==> config.mk <==
export PLATFORM = sky130hd
export DESIGN_NAME = mmc1_serial_mapper_flat
export DESIGN_NICKNAME = d
export VERILOG_FILES = /design/src/rtl/mmc1_serial_mapper_if.sv /design/src/rtl/mmc1_serial_mapper.sv /design/src/flat_wrapper.sv
export SDC_FILE = /design/constraint.sdc
export NUM_CORES = 1
export LEC_CHECK = 0
export CELL_PAD_IN_SITES_DETAIL_PLACEMENT = 1
export CELL_PAD_IN_SITES_GLOBAL_PLACEMENT = 2
export CORE_MARGIN = 3
export CORE_UTILIZATION = 30
export DETAILED_ROUTE_END_ITERATION = 8
export PLACE_DENSITY_LB_ADDON = 0.1
export SYNTH_ARGS = -nofsm -noshare
export SYNTH_HDL_FRONTEND = slang
export SYNTH_SLANG_ARGS = --single-unit
==> constraint.sdc <==
create_clock -name clk -period 2.2 [get_ports clk]
set_input_delay 0.66 -clock clk [delete_from_list [all_inputs] [get_ports clk]]
set_output_delay 0.66 -clock clk [all_outputs]
set_load 0.01 [all_outputs]
==> src/rtl/mmc1_serial_mapper_if.sv <==
// mmc1_serial_mapper_if
// Bundles the CPU-side write/decode signals, the PPU address bits and the
// mapped bank outputs of the MMC1-style serial mapper.
//   cpu_wr        write strobe for $8000-$FFFF (one cycle)
//   cpu_a         CPU A14:A13 captured with the strobe
//   cpu_d7        shift reset bit
//   cpu_d0        serial data bit
//   cpu_a14       live CPU A14 for PRG windowing
//   cpu_wram_sel  live decode of $6000-$7FFF
//   ppu_a         PPU A12:A10
//   prg_bank      16 KiB PRG bank number
//   chr_bank      4 KiB CHR bank number
//   ciram_a10     nametable RAM A10
//   wram_ce_n     WRAM chip enable, active low
//   shift_busy    a partial serial word is pending
// The master modport belongs to the bus side, the slave modport to the mapper.
interface mmc1_serial_mapper_if #(
    parameter int PRG_W = 4,
    parameter int CHR_W = 5
);
    logic             cpu_wr;
    logic [1:0]       cpu_a;
    logic             cpu_d7;
    logic             cpu_d0;
    logic             cpu_a14;
    logic             cpu_wram_sel;
    logic [2:0]       ppu_a;
    logic [PRG_W-1:0] prg_bank;
    logic [CHR_W-1:0] chr_bank;
    logic             ciram_a10;
    logic             wram_ce_n;
    logic             shift_busy;

    modport master (
        output cpu_wr, cpu_a, cpu_d7, cpu_d0, cpu_a14, cpu_wram_sel, ppu_a,
        input  prg_bank, chr_bank, ciram_a10, wram_ce_n, shift_busy
    );

    modport slave (
        input  cpu_wr, cpu_a, cpu_d7, cpu_d0, cpu_a14, cpu_wram_sel, ppu_a,
        output prg_bank, chr_bank, ciram_a10, wram_ce_n, shift_busy
    );
endinterface

==> src/rtl/mmc1_serial_mapper.sv <==
// mmc1_serial_mapper
// MMC1-style mapper: CPU writes deliver one bit at a time into a shift
// register; the last bit of each word commits it to the control, CHR0, CHR1
// or PRG register selected by the address of that last write. Bank numbers,
// nametable mirroring and the WRAM enable are decoded combinationally from
// those registers and the live CPU/PPU address bits.
// Ports:
//   clk   system clock, one cycle per CPU bus cycle
//   nres  asynchronous active-low reset
//   bus   mmc1_serial_mapper_if.slave (CPU write path, address inputs,
//         bank/mirroring/WRAM outputs, shift_busy)
module mmc1_serial_mapper #(
    parameter int DATA_W        = 5,
    parameter int PRG_W         = 4,
    parameter int CHR_W         = 5,
    parameter int IGNORE_CONSEC = 1,
    parameter int WRAM_CTL      = 1
) (
    input logic                  clk,
    input logic                  nres,
    mmc1_serial_mapper_if.slave  bus
);

    localparam int                CNT_W      = $clog2(DATA_W);
    localparam logic [CNT_W-1:0]  LAST_BIT   = CNT_W'(DATA_W - 1);
    localparam logic [DATA_W-1:0] CTRL_RESET = DATA_W'(12);
    localparam bit                IGN_EN     = (IGNORE_CONSEC != 0);
    localparam bit                WRAM_EN    = (WRAM_CTL != 0);

    logic [DATA_W-1:0] sr;
    logic [DATA_W-1:0] ctrl;
    logic [DATA_W-1:0] chr0;
    logic [DATA_W-1:0] chr1;
    logic [DATA_W-1:0] prg;
    logic [DATA_W-1:0] word;
    logic [CNT_W-1:0]  count;
    logic              wr_d1;
    logic              acc;
    logic              last_bit;

    logic [PRG_W-1:0]  prg_lo;
    logic [CHR_W-1:0]  chr0_lo;
    logic [CHR_W-1:0]  chr1_lo;
    logic [PRG_W-1:0]  prg_bank_c;
    logic [CHR_W-1:0]  chr_bank_c;
    logic              ciram_c;
    logic              a12;

    // Bits that are stored but never decoded (sr[0] always shifts out,
    // upper ctrl/bank bits beyond the field widths).
    logic              unused_bits;

    // A strobe immediately following another strobe is the second half of a
    // 6502 read-modify-write and is dropped when the filter is enabled.
    assign acc      = bus.cpu_wr & ~(IGN_EN & wr_d1);
    assign last_bit = (count == LAST_BIT);
    assign word     = {bus.cpu_d0, sr[DATA_W-1:1]};

    // Serial collection and register commit. A d7 reset write clears the
    // partial word, even when it lands on what would be the final bit.
    always_ff @(posedge clk or negedge nres) begin
        if (!nres) begin
            sr    <= '0;
            count <= '0;
            wr_d1 <= 1'b0;
            ctrl  <= CTRL_RESET;
            chr0  <= '0;
            chr1  <= '0;
            prg   <= '0;
        end else begin
            wr_d1 <= bus.cpu_wr;
            if (acc) begin
                if (bus.cpu_d7) begin
                    sr         <= '0;
                    count      <= '0;
                    ctrl[3:2]  <= 2'b11;
                end else if (last_bit) begin
                    sr    <= '0;
                    count <= '0;
                    case (bus.cpu_a)
                        2'd0:    ctrl <= word;
                        2'd1:    chr0 <= word;
                        2'd2:    chr1 <= word;
                        default: prg  <= word;
                    endcase
                end else begin
                    sr    <= word;
                    count <= count + CNT_W'(1);
                end
            end
        end
    end

    assign prg_lo  = prg[PRG_W-1:0];
    assign chr0_lo = chr0[CHR_W-1:0];
    assign chr1_lo = chr1[CHR_W-1:0];
    assign a12     = bus.ppu_a[2];

    // PRG windowing: 32 KiB mode replaces the bank LSB with A14; mode 2 fixes
    // the first window to bank 0; mode 3 fixes the second window to the last bank.
    always_comb begin
        prg_bank_c = '0;
        case (ctrl[3:2])
            2'b10:   prg_bank_c = bus.cpu_a14 ? prg_lo : '0;
            2'b11:   prg_bank_c = bus.cpu_a14 ? '1 : prg_lo;
            default: prg_bank_c = (prg_lo & ~PRG_W'(1)) | PRG_W'(bus.cpu_a14);
        endcase
    end

    // CHR windowing: 8 KiB mode pairs chr0 with A12 as the LSB, 4 KiB mode
    // picks chr0 or chr1 by A12.
    always_comb begin
        chr_bank_c = '0;
        if (ctrl[4])
            chr_bank_c = a12 ? chr1_lo : chr0_lo;
        else
            chr_bank_c = (chr0_lo & ~CHR_W'(1)) | CHR_W'(a12);
    end

    // Mirroring: single-screen low/high, vertical (A10), horizontal (A11).
    always_comb begin
        ciram_c = 1'b0;
        case (ctrl[1:0])
            2'd0:    ciram_c = 1'b0;
            2'd1:    ciram_c = 1'b1;
            2'd2:    ciram_c = bus.ppu_a[0];
            default: ciram_c = bus.ppu_a[1];
        endcase
    end

    assign bus.prg_bank   = prg_bank_c;
    assign bus.chr_bank   = chr_bank_c;
    assign bus.ciram_a10  = ciram_c;
    assign bus.wram_ce_n  = ~(bus.cpu_wram_sel & ~(WRAM_EN & prg[DATA_W-1]));
    assign bus.shift_busy = (count != '0);

    assign unused_bits = ^{sr[0], ctrl, chr0, chr1, prg};

endmodule

==> src/flat_wrapper.sv <==
// flat-port wrapper written by rule: the top's interface ports become plain ports
module mmc1_serial_mapper_flat 
#(
    parameter int DATA_W        = 5,
    parameter int PRG_W         = 4,
    parameter int CHR_W         = 5,
    parameter int IGNORE_CONSEC = 1,
    parameter int WRAM_CTL      = 1
)
  (clk, nres, bus_cpu_wr, bus_cpu_a, bus_cpu_d7, bus_cpu_d0, bus_cpu_a14, bus_cpu_wram_sel, bus_ppu_a, bus_prg_bank, bus_chr_bank, bus_ciram_a10, bus_wram_ce_n, bus_shift_busy);
  mmc1_serial_mapper_if #(.PRG_W(PRG_W), .CHR_W(CHR_W)) bus_i ();
  input logic clk;
  input logic nres;
  input wire logic [$bits(bus_i.cpu_wr)-1:0] bus_cpu_wr;
  input wire logic [$bits(bus_i.cpu_a)-1:0] bus_cpu_a;
  input wire logic [$bits(bus_i.cpu_d7)-1:0] bus_cpu_d7;
  input wire logic [$bits(bus_i.cpu_d0)-1:0] bus_cpu_d0;
  input wire logic [$bits(bus_i.cpu_a14)-1:0] bus_cpu_a14;
  input wire logic [$bits(bus_i.cpu_wram_sel)-1:0] bus_cpu_wram_sel;
  input wire logic [$bits(bus_i.ppu_a)-1:0] bus_ppu_a;
  output wire logic [$bits(bus_i.prg_bank)-1:0] bus_prg_bank;
  output wire logic [$bits(bus_i.chr_bank)-1:0] bus_chr_bank;
  output wire logic [$bits(bus_i.ciram_a10)-1:0] bus_ciram_a10;
  output wire logic [$bits(bus_i.wram_ce_n)-1:0] bus_wram_ce_n;
  output wire logic [$bits(bus_i.shift_busy)-1:0] bus_shift_busy;
  assign bus_i.cpu_wr = bus_cpu_wr;
  assign bus_i.cpu_a = bus_cpu_a;
  assign bus_i.cpu_d7 = bus_cpu_d7;
  assign bus_i.cpu_d0 = bus_cpu_d0;
  assign bus_i.cpu_a14 = bus_cpu_a14;
  assign bus_i.cpu_wram_sel = bus_cpu_wram_sel;
  assign bus_i.ppu_a = bus_ppu_a;
  assign bus_prg_bank = bus_i.prg_bank;
  assign bus_chr_bank = bus_i.chr_bank;
  assign bus_ciram_a10 = bus_i.ciram_a10;
  assign bus_wram_ce_n = bus_i.wram_ce_n;
  assign bus_shift_busy = bus_i.shift_busy;
  mmc1_serial_mapper #(.DATA_W(DATA_W), .PRG_W(PRG_W), .CHR_W(CHR_W), .IGNORE_CONSEC(IGNORE_CONSEC), .WRAM_CTL(WRAM_CTL)) u_core (.clk(clk), .nres(nres), .bus(bus_i));
endmodule
==> run_results.csv, run 1 <==
group,metric,value,unit
outcome,outcome,"finished clean",
sta,setup_ws,0.0889,ns
drt,wl_per_cell,14.4,µm
die,start_util,32.2,%
critical_path,r2r-start,"u_core.count[0]",
critical_path,critPathMaxStageDelay,0.46,ns
sta,setup_violations,0,
synth,synth_fp_nets,119,
drt,via_per_inst,4.88,
final_layout,finalNonFillerCells,196,
synth,synth.distinct_cells,24,
synth,synthSimpleGateAreaFrac,12.7,%
cts,cts_made_buffers,3,
critical_path,end_kind,"primary output",
critical_path,critical_path_arrival,1.45,ns
sta,fin_crit_sh,96.0,%
synth,netlist_top_cells_count,"dfrtp_1, mux2_2, a21oi_1, nand2b_1",
cts,numClockSinks,28,
final_layout,design_area,1800,µm²
sta,hold_violations,0,
cts,clock_path_buffers,2,
die,ios,24,
synth,synth_area,1340,µm²
synth,synth_adder_area_share,1.87,%
synth,synth_cells,105,
grt,grt_max_degree,29,
final_layout,final_layout_size_suffix_gt1_share,39.0,%
final_layout,fillers,463,
cts,cts.clk_slew.worst_paths,0.10,ns
critical_path,rrSetupSlack,0.46,ns
place,place.gp.congestion,0.736,
die,die_y,72.7,µm
drt,num_vias,957,
drt,final_antenna_net_count,0,
synth,yosysMostFrequentCell,"dfrtp_1",
sta,layout_min_cycle_time,2.11,ns
die,core,4140,µm²
critical_path,slowest_stage,"clkdlybuf4s50_1",
final_layout,utilization,43.4,%
critical_path,critical_path.max_fanout,1,
critical_path,r2r_cells,6,
sta,slew_headroom,76.8,%
place,io_buffers,23,
synth,synthArstFlopShare,100,%
grt,track_usage,11.2,%
worst_hold_path,min_from,"u_core.chr0[4]",
job,maxCapViolations,0,
critical_path,required,1.54,ns
synth,muxShareOfSynthArea,20.2,%
synth,synth_xor_area_share,0,%
die,die_w,72.7,µm
place,postPlaceCellArea,1710,µm²
die,rows,23,
place,hpwl,2100,µm
synth,synth_compound_area_share,10.5,%
die,die_area,5290,µm²
grt,grt_first_pass_wirelength,4630,µm
pwr,p_leak,0.000884,µW
synth,ys_dominant_reg_cell,"dfrtp_1",
critical_path,setup.worst_path.class,"input pin to primary output",
grt,antenna_found_initial,0,
worst_hold_path,hold_path.class,"flop to flop",
cts,cts_root_buf,"clkbuf_8",
final_layout,area_growth,34.6,%
cts,worstSkewPairLatency,0.28,ns
sta,worst_pin_slew,0.348,ns
drt,wirelength,2820,µm
worst_hold_path,hold_path_depth,1,
sta,rsz0062_at_grt,"false",
synth,yosysTopAreaCell,"dfrtp_1",
cts,htreeDepth,1,
synth,synth_area_leaders,"dfrtp_1, mux2_2, a21oi_1",
place,preCtsSetupSlack,-0.588,ns
grt,gr-total-overflow,0,
pwr,power_density,712,nW/µm²
worst_hold_path,hold-path-endpoint,"u_core.chr0[4]",
final_layout,antenna_cells,0,
sta,fmax,474,MHz
synth,synth_top_family_by_area,"multiplexers",
drt,dr.pass1.iters,2,
sta,slew_violations,0,
cts,cts_hold_buf,0,
synth,yosysWarnings,0,
grt,grt_pass1_vias,983,
drt,drt_iter0_drc,30,
final_layout,final_nets,161,
synth,synth_top_cell_area_share,48.7,%
synth,synth_seq_cells,28,
sta,finalClockSkew,0.00270,ns
synth,synth_seq_area_share,52.6,%
place,dp.cells,188,
critical_path,crit_path_start_kind,"input pin",
critical_path,r2r-end,"u_core.ctrl[2]",
cts,cts_tree,"done",
critical_path,path_buf_inv,2,
critical_path,crit_chain,"clkdlybuf4s50_1 -> a21oi_1 -> a31oi_1 -> buf_2",
drt,drcViolationCount,0,
pwr,ir_drop,0.310,mV
synth,synth_edf_count,0,
synth,syn_area_per_cell,12.7,µm²
critical_path,cp_top_family,"buffers and inverters",
==> per-layer routing <==
layer | global-route usage, % | vias up | routed length [µm]
li1 | - | 461 | -
met1 | 13.4 | 476 | 1220
met4 | 3.07 | 0 | 14
met2 | 20.3 | 18 | 1460
met3 | 2.20 | 2 | 125
met5 | 0 | - | 0
==> through the flow <==
step                      hold slack (ns)  total power [µW]  TNS (ns)
after global routing                0.538              1350         0
after global placement              0.486               887     -4.72
after detailed placement            0.494               896     -5.01
after floorplan                     0.364               753         0
final                               0.512              1280         0
after CTS                           0.517              1300         0
==> layout by cell type (no fill, tap or decap), types with 2 or more instances in the layout <==
master	Yosys	routed
nand2_1	4	3
a31oi_1	2	2
clkdlybuf4s50_1	0	9
o22a_1	2	2
dlygate4sd2_1	0	7
dfstp_2	2	2
nor4_4	2	2
clkbuf_8	0	3
mux2_4	3	3
buf_2	1	5
a21oi_1	11	11
buf_4	0	15
nor2_1	4	4
ha_1	2	2
nand2b_1	7	6
dfrtp_1	26	26
inv_1	5	5
mux2_2	20	20
a22o_1	5	5
nand2b_4	1	2
==> worst max-delay path by stage <==
| stage | from | to | cells past startpoint |
|---|---|---|---|
| 2_1_floorplan | bus_ppu_a[2] | bus_chr_bank[1] | 2 |
| 6_report | bus_ppu_a[0] | bus_ciram_a10 | 4 |
| 5_1_grt | bus_ppu_a[1] | bus_ciram_a10 | 4 |
| 3_3_place_gp | bus_ppu_a[2] | bus_chr_bank[2] | 4 |
| 4_1_cts | u_core.ctrl[3] | bus_prg_bank[2] | 4 |
| 3_5_place_dp | bus_ppu_a[2] | bus_chr_bank[2] | 4 |
==> where the power goes <==
group          switching, µW  internal, µW
combinational            113           143
sequential              50.5           565
clock                    164           244
==> flip-flops by register name, indices dropped and copies added, names as in the netlist <==
signal and cells:
u_core.chr1 5, u_core.chr0 5, u_core.ctrl 5, u_core.count 3, u_core.wr_d1 1, u_core.prg 5
u_core.sr 4
==> final cells by class <==
| type | count | area (µm²) | area share (%) |
|---|---|---|---|
| multi-input cells | 70 | 621 | 34.5 |
| repair buffers | 39 | 322 | 17.9 |
| flip-flops and latches | 28 | 703 | 39.1 |
| clock buffers | 3 | 41.3 | 2.30 |
| clock inverters | 1 | 30.0 | 1.67 |
| well taps | 50 | 62.6 | 3.48 |
| inverters | 5 | 18.8 | 1.04 |
==> worst register-to-register path, cell delays in order (launching register included) <==
cell       delay [ns]
dfrtp_1          0.40
inv_1            0.08
ha_1             0.23
nand4bb_1        0.14
or3_1            0.44
buf_4            0.19
o22a_1           0.19
==> cells by family after synthesis <==
family / Yosys count
flip-flops: 28
multiplexers: 23
AND/OR/NAND/NOR: 23
AO/OA/AOI/OAI: 22
buffers and inverters: 7
adder cells (fa/ha/maj): 2
==> what timing repair did <==
| item | CTS | global route |
|---|---|---|
| setup endpoints to repair | 12 | 0 |
| buffers inserted | 4 | 0 |
| gates resized for setup | 36 | 0 |
(Power assumes the default switching activity.)
==> run 2, diff against run 1 <==
--- a/config.mk
+++ b/config.mk
@@ -8,7 +8,7 @@
 export CELL_PAD_IN_SITES_DETAIL_PLACEMENT = 1
 export CELL_PAD_IN_SITES_GLOBAL_PLACEMENT = 2
 export CORE_MARGIN = 3
-export CORE_UTILIZATION = 30
+export CORE_UTILIZATION = 34
 export DETAILED_ROUTE_END_ITERATION = 8
 export PLACE_DENSITY_LB_ADDON = 0.1
 export SYNTH_ARGS = -nofsm -noshare
==> run 2 against run 1 <==
  * Sequential power is essentially flat
  * Combinational power up 5%
  * Via count grew 3.8%
  * Power is 1.0% higher
  * Clock-buffer cell count is the same
  * Clock skew increased by 0.0068 ns
  * Critical path type is now flop to primary output
  * Critical endpoint is now bus_prg_bank[2]
  * Largest power group unchanged
==> run_results.csv, run 2 (synthesized netlist as in run 1, its figures left out) <==
group,metric,value,unit
die,die_y,68.7,µm
die,rows,22,
place,dp.cells,185,
drt,via_per_inst,5.07,
worst_hold_path,hold_path.class,"flop to flop",
place,preCtsSetupSlack,-0.593,ns
final_layout,layout_common_cells,"dfrtp_1, mux2_2, buf_4",
critical_path,required,1.54,ns
final_layout,antenna_cells,0,
grt,grt_pass1_vias,991,
drt,final_antenna_net_count,0,
cts,cts.clk_slew.worst_paths,0.10,ns
final_layout,area_growth,36.5,%
drt,wirelength,2840,µm
drt,wl_per_cell,14.5,µm
final_layout,final_layout_size_suffix_gt1_share,41.2,%
sta,slew_violations,0,
sta,whs,0.511,ns
critical_path,end_kind,"primary output",
place,place.gp.congestion,0.758,
die,start_util,36.0,%
grt,grt_max_degree,29,
drt,drt_iter0_drc,32,
cts,cts_made_buffers,3,
place,hpwl,2090,µm
sta,slew_headroom,75.8,%
cts,cts_tree,"done",
critical_path,critical_path_arrival,1.46,ns
cts,cts_root_buf,"clkbuf_8",
cts,numClockSinks,28,
final_layout,regArea,703,µm²
cts,clock_path_buffers,2,
pwr,power_switching,332,µW
pwr,switching_share,25.7,%
pwr,p_leak,0.000891,µW
sta,fin_crit_sh,96.5,%
grt,gr-total-overflow,0,
sta,rsz0062_at_grt,"false",
sta,hold_violations,0,
final_layout,final_nets,163,
pwr,p_int,961,µW
final_layout,final_common_cell,"dfrtp_1",
sta,setup_ws,0.0763,ns
critical_path,setup.worst_path.class,"flop to primary output",
job,maxCapViolations,0,
sta,tns,0,ns
critical_path,crit_path_start_kind,"flop",
cts,worstSkewPairLatency,0.28,ns
pwr,seq_power_share,47.7,%
critical_path,r2r_cells,6,
cts,htreeDepth,1,
drt,dr.pass1.iters,4,
die,ios,24,
critical_path,critical_path.max_fanout,4,
pwr,ir_drop,0.390,mV
cts,cts_hold_buf,0,
worst_hold_path,hold_path_depth,1,
die,die_area,4720,µm²
drt,drcViolationCount,0,
sta,fmax,471,MHz
final_layout,finalNonFillerCells,196,
sta,setup_violations,0,
pwr,combinationalPowerShare,20.7,%
sta,finalClockSkew,0.00952,ns
grt,grt_first_pass_wirelength,4780,µm
place,io_buffers,23,
outcome,outcome,"finished clean",
grt,antenna_found_initial,0,
final_layout,multi_input_area,627,µm²
final_layout,fillers,405,
pwr,power_density,709,nW/µm²
sta,layout_min_cycle_time,2.12,ns
die,core,3720,µm²
drt,num_vias,993,
grt,track_usage,13.4,%
die,die_w,68.7,µm
pwr,p_clk_share,31.6,%
sta,worst_pin_slew,0.362,ns
run 2: changes by cell type in the layout (fill, tap and decap cells not counted), sizes merged:
cell	previous run	this run
clkdlybuf4s15	2	3
dlygate4sd2	7	6
buf	21	23
run 2: what timing repair did:
| item | in CTS | in global routing |
|---|---|---|
| endpoints found under the hold margin | 0 | 0 |
| buffers inserted | 6 | 1 |
| pin swaps | 1 | 0 |
| gates resized for setup | 38 | 2 |
| endpoints found under the setup margin | 12 | 2 |
run 2: layout make-up:
type | count | share of cell area [%]
repair buffers | 41 | 18.9
multi-input cells | 70 | 34.4
flip-flops and latches | 28 | 38.5
clock buffers | 3 | 2.26
inverters | 5 | 1.03
well taps | 48 | 3.29
clock inverters | 1 | 1.65
run 2: worst paths after layout:
check | start | to | slack, ns
max reg2reg | u_core.count[0] | u_core.ctrl[3] | 0.45
min reg2reg | u_core.chr1[4] | u_core.chr1[4] | 0.51
max in group asynchronous | nres | u_core.ctrl[3] | 1.13
max | u_core.ctrl[2] | bus_prg_bank[2] | 0.08
min in group asynchronous | nres | u_core.count[1] | 0.75
min | u_core.chr1[4] | u_core.chr1[4] | 0.51
run 2: through the flow:
step | instance area, µm² | util, % | power [µW]
floorplan | 1340 | - | 753
global placement | 1700 | 45.8 | 883
detailed placement | 1700 | 45.8 | 896
CTS | 1810 | 48.8 | 1300
global route | 1820 | 49.1 | 1370
finish | 1820 | 49.1 | 1290
run 2: critical path, stage by stage (launching register included):
cell	delay, ns
dfstp_2	0.57
buf_4	0.11
buf_4	0.10
a21oi_1	0.06
nor2_1	0.10
clkdlybuf4s15_1	0.25
run 2: layer usage:
| metal | wire length [µm] | vias to the layer above | GRT usage (%) | part of all wire, % |
|---|---|---|---|---|
| met1 | 1280 | 506 | 17.7 | 45 |
| met2 | 1420 | 19 | 22.9 | 50 |
| met3 | 130 | 2 | 2.11 | 4.6 |
| met4 | 9 | 0 | 2.92 | 0.32 |
| met5 | 0 | - | 0 | 0 |
| li1 | - | 466 | - | - |
run 2: power groups by stage:
stage / Combinational, µW / Sequential (µW) / Clock (µW)
2_1_floorplan: 146 / 608 / 0
6_report: 268 / 616 / 409
3_5_place_dp: 270 / 626 / 0
5_1_grt: 298 / 625 / 443
3_3_place_gp: 262 / 621 / 0
4_1_cts: 269 / 616 / 416
==> run 3, diff against run 2 <==
--- a/config.mk
+++ b/config.mk
@@ -10,6 +10,7 @@
 export CORE_MARGIN = 3
 export CORE_UTILIZATION = 34
 export DETAILED_ROUTE_END_ITERATION = 8
+export GPL_ROUTABILITY_DRIVEN = 0
 export PLACE_DENSITY_LB_ADDON = 0.1
 export SYNTH_ARGS = -nofsm -noshare
 export SYNTH_HDL_FRONTEND = slang
==> results of run 3 <==
Final layout, timing and power as in run 2 (identical DEF).
==> RTL edit 1, RTL diff (config.mk and constraints of run 2) <==
`DATA_W` is set to 5 in 2 places; all go to 10.
--- a/src/rtl/mmc1_serial_mapper.sv
+++ b/src/rtl/mmc1_serial_mapper.sv
@@ -12,3 +12,3 @@
 module mmc1_serial_mapper #(
-    parameter int DATA_W        = 5,
+    parameter int DATA_W        = 10,
     parameter int PRG_W         = 4,
--- a/src/flat_wrapper.sv
+++ b/src/flat_wrapper.sv
@@ -3,3 +3,3 @@
 #(
-    parameter int DATA_W        = 5,
+    parameter int DATA_W        = 10,
     parameter int PRG_W         = 4,
Function: changed (Yosys sat finds a counterexample within 10 cycles, from zero or initial values).
==> RTL edit 1 against run 2 <==
Count of clock-buffer cells in the layout up 4; routed wire length up 25%; sequential cell count up 6; total power up 10%; synthesized area up 20%; worst setup slack worse by 12 ps; cell area up 14%; cell count up 11%; critical path type is now input pin to output port; highest routed layer unchanged.
==> RTL edit 1: results <==
[worst_setup_path]
startpoint = "bus_ppu_a[0]"
cp_data_arrival_time_ps = 1480
critPathTopFamily = "buffers and inverters"
slowest_stage = "clkdlybuf4s50_1"
rr_startpoint = "u_core.count[1]"
cpPeakStageDelay_ps = 450
crit_path_max_fanout = 1

[grt]
met3_usage = 0.0401
track_usage = 0.144
grt_pass1_wl_mm = 5.83
grt_pass1_vias = 1172
grtUsageMet1 = 0.188
grtUsageMet2 = 0.223
grt_max_degree = 35

[logic_synthesis]
netlist_instances = 125
synth.top_cells.by_count = "dfrtp_1, mux2_2, a21oi_1"
yosysSeqAreaShare = 0.530
synth_nets = 140
synthMuxAreaShare = 0.173
synth_area_leaders = "dfrtp_1, mux2_2, a22o_1, mux2_4, a21oi_1"

[drt]
wl_met3_um = 141
m1WireLength_mm = 1.54
wirelength_mm = 3.54
dr_wl_met2_mm = 1.80
vias = 1137
dr.first_iter.drc_count = 30
firstDrtPassIters = 2

[final_layout]
fin_nets = 181
largest-register = "u_core.sr"

[place]
placed_area_mm2 = 0.00194
place_ws_ps = -589
gp_congestion = 0.844
hpwl_mm = 2.56

[power]
p_leak_uw = 0.00104
vdd_ir_drop_max_v = 0.000240
p_int_uw = 1050
p_clk_uw = 459
pwr-share-clk = 0.322

[sta]
fin_skew_ps = 4.53
maxSlewHeadroom = 0.716

[clocking]
cts_made_buffers = 5
cts.clk_slew.worst_paths_ps = 60
htreeDepth = 2

[worst_hold_path]
min_from = "u_core.chr1[0]"

[status]
status = "complete, no violations"
-- RTL edit 1: path summary, 6_finish.rpt --
| path | slack, ps | depth (start not counted) | end |
|---|---|---|---|
| setup / recovery | 60 | 4 | bus_ciram_a10 |
| hold / removal | 510 | 1 | u_core.chr1[0] |
| setup reg to reg | 440 | 5 | u_core.prg[9] |
| hold reg to reg | 510 | 1 | u_core.chr1[0] |
| max in group asynchronous | 1080 | 2 | u_core.ctrl[2] |
| min in group asynchronous | 790 | 2 | u_core.chr1[2] |
-- RTL edit 1: timing repair --
item                       4_1_cts  5_1_grt
resized for setup               32        3
setup buffers                    6        1
setup endpoints to repair       12        8
pin swaps                        1        1
-- RTL edit 1: area by class of cell --
type | count | area, um^2
Multi-Input combinational cell | 80 | 717
Sequential cell | 34 | 853
Clock buffer | 7 | 86.3
Inverter | 7 | 26.3
Fill cell | 471 | 2400
Timing Repair Buffer | 38 | 323
Tap cell | 52 | 65.1
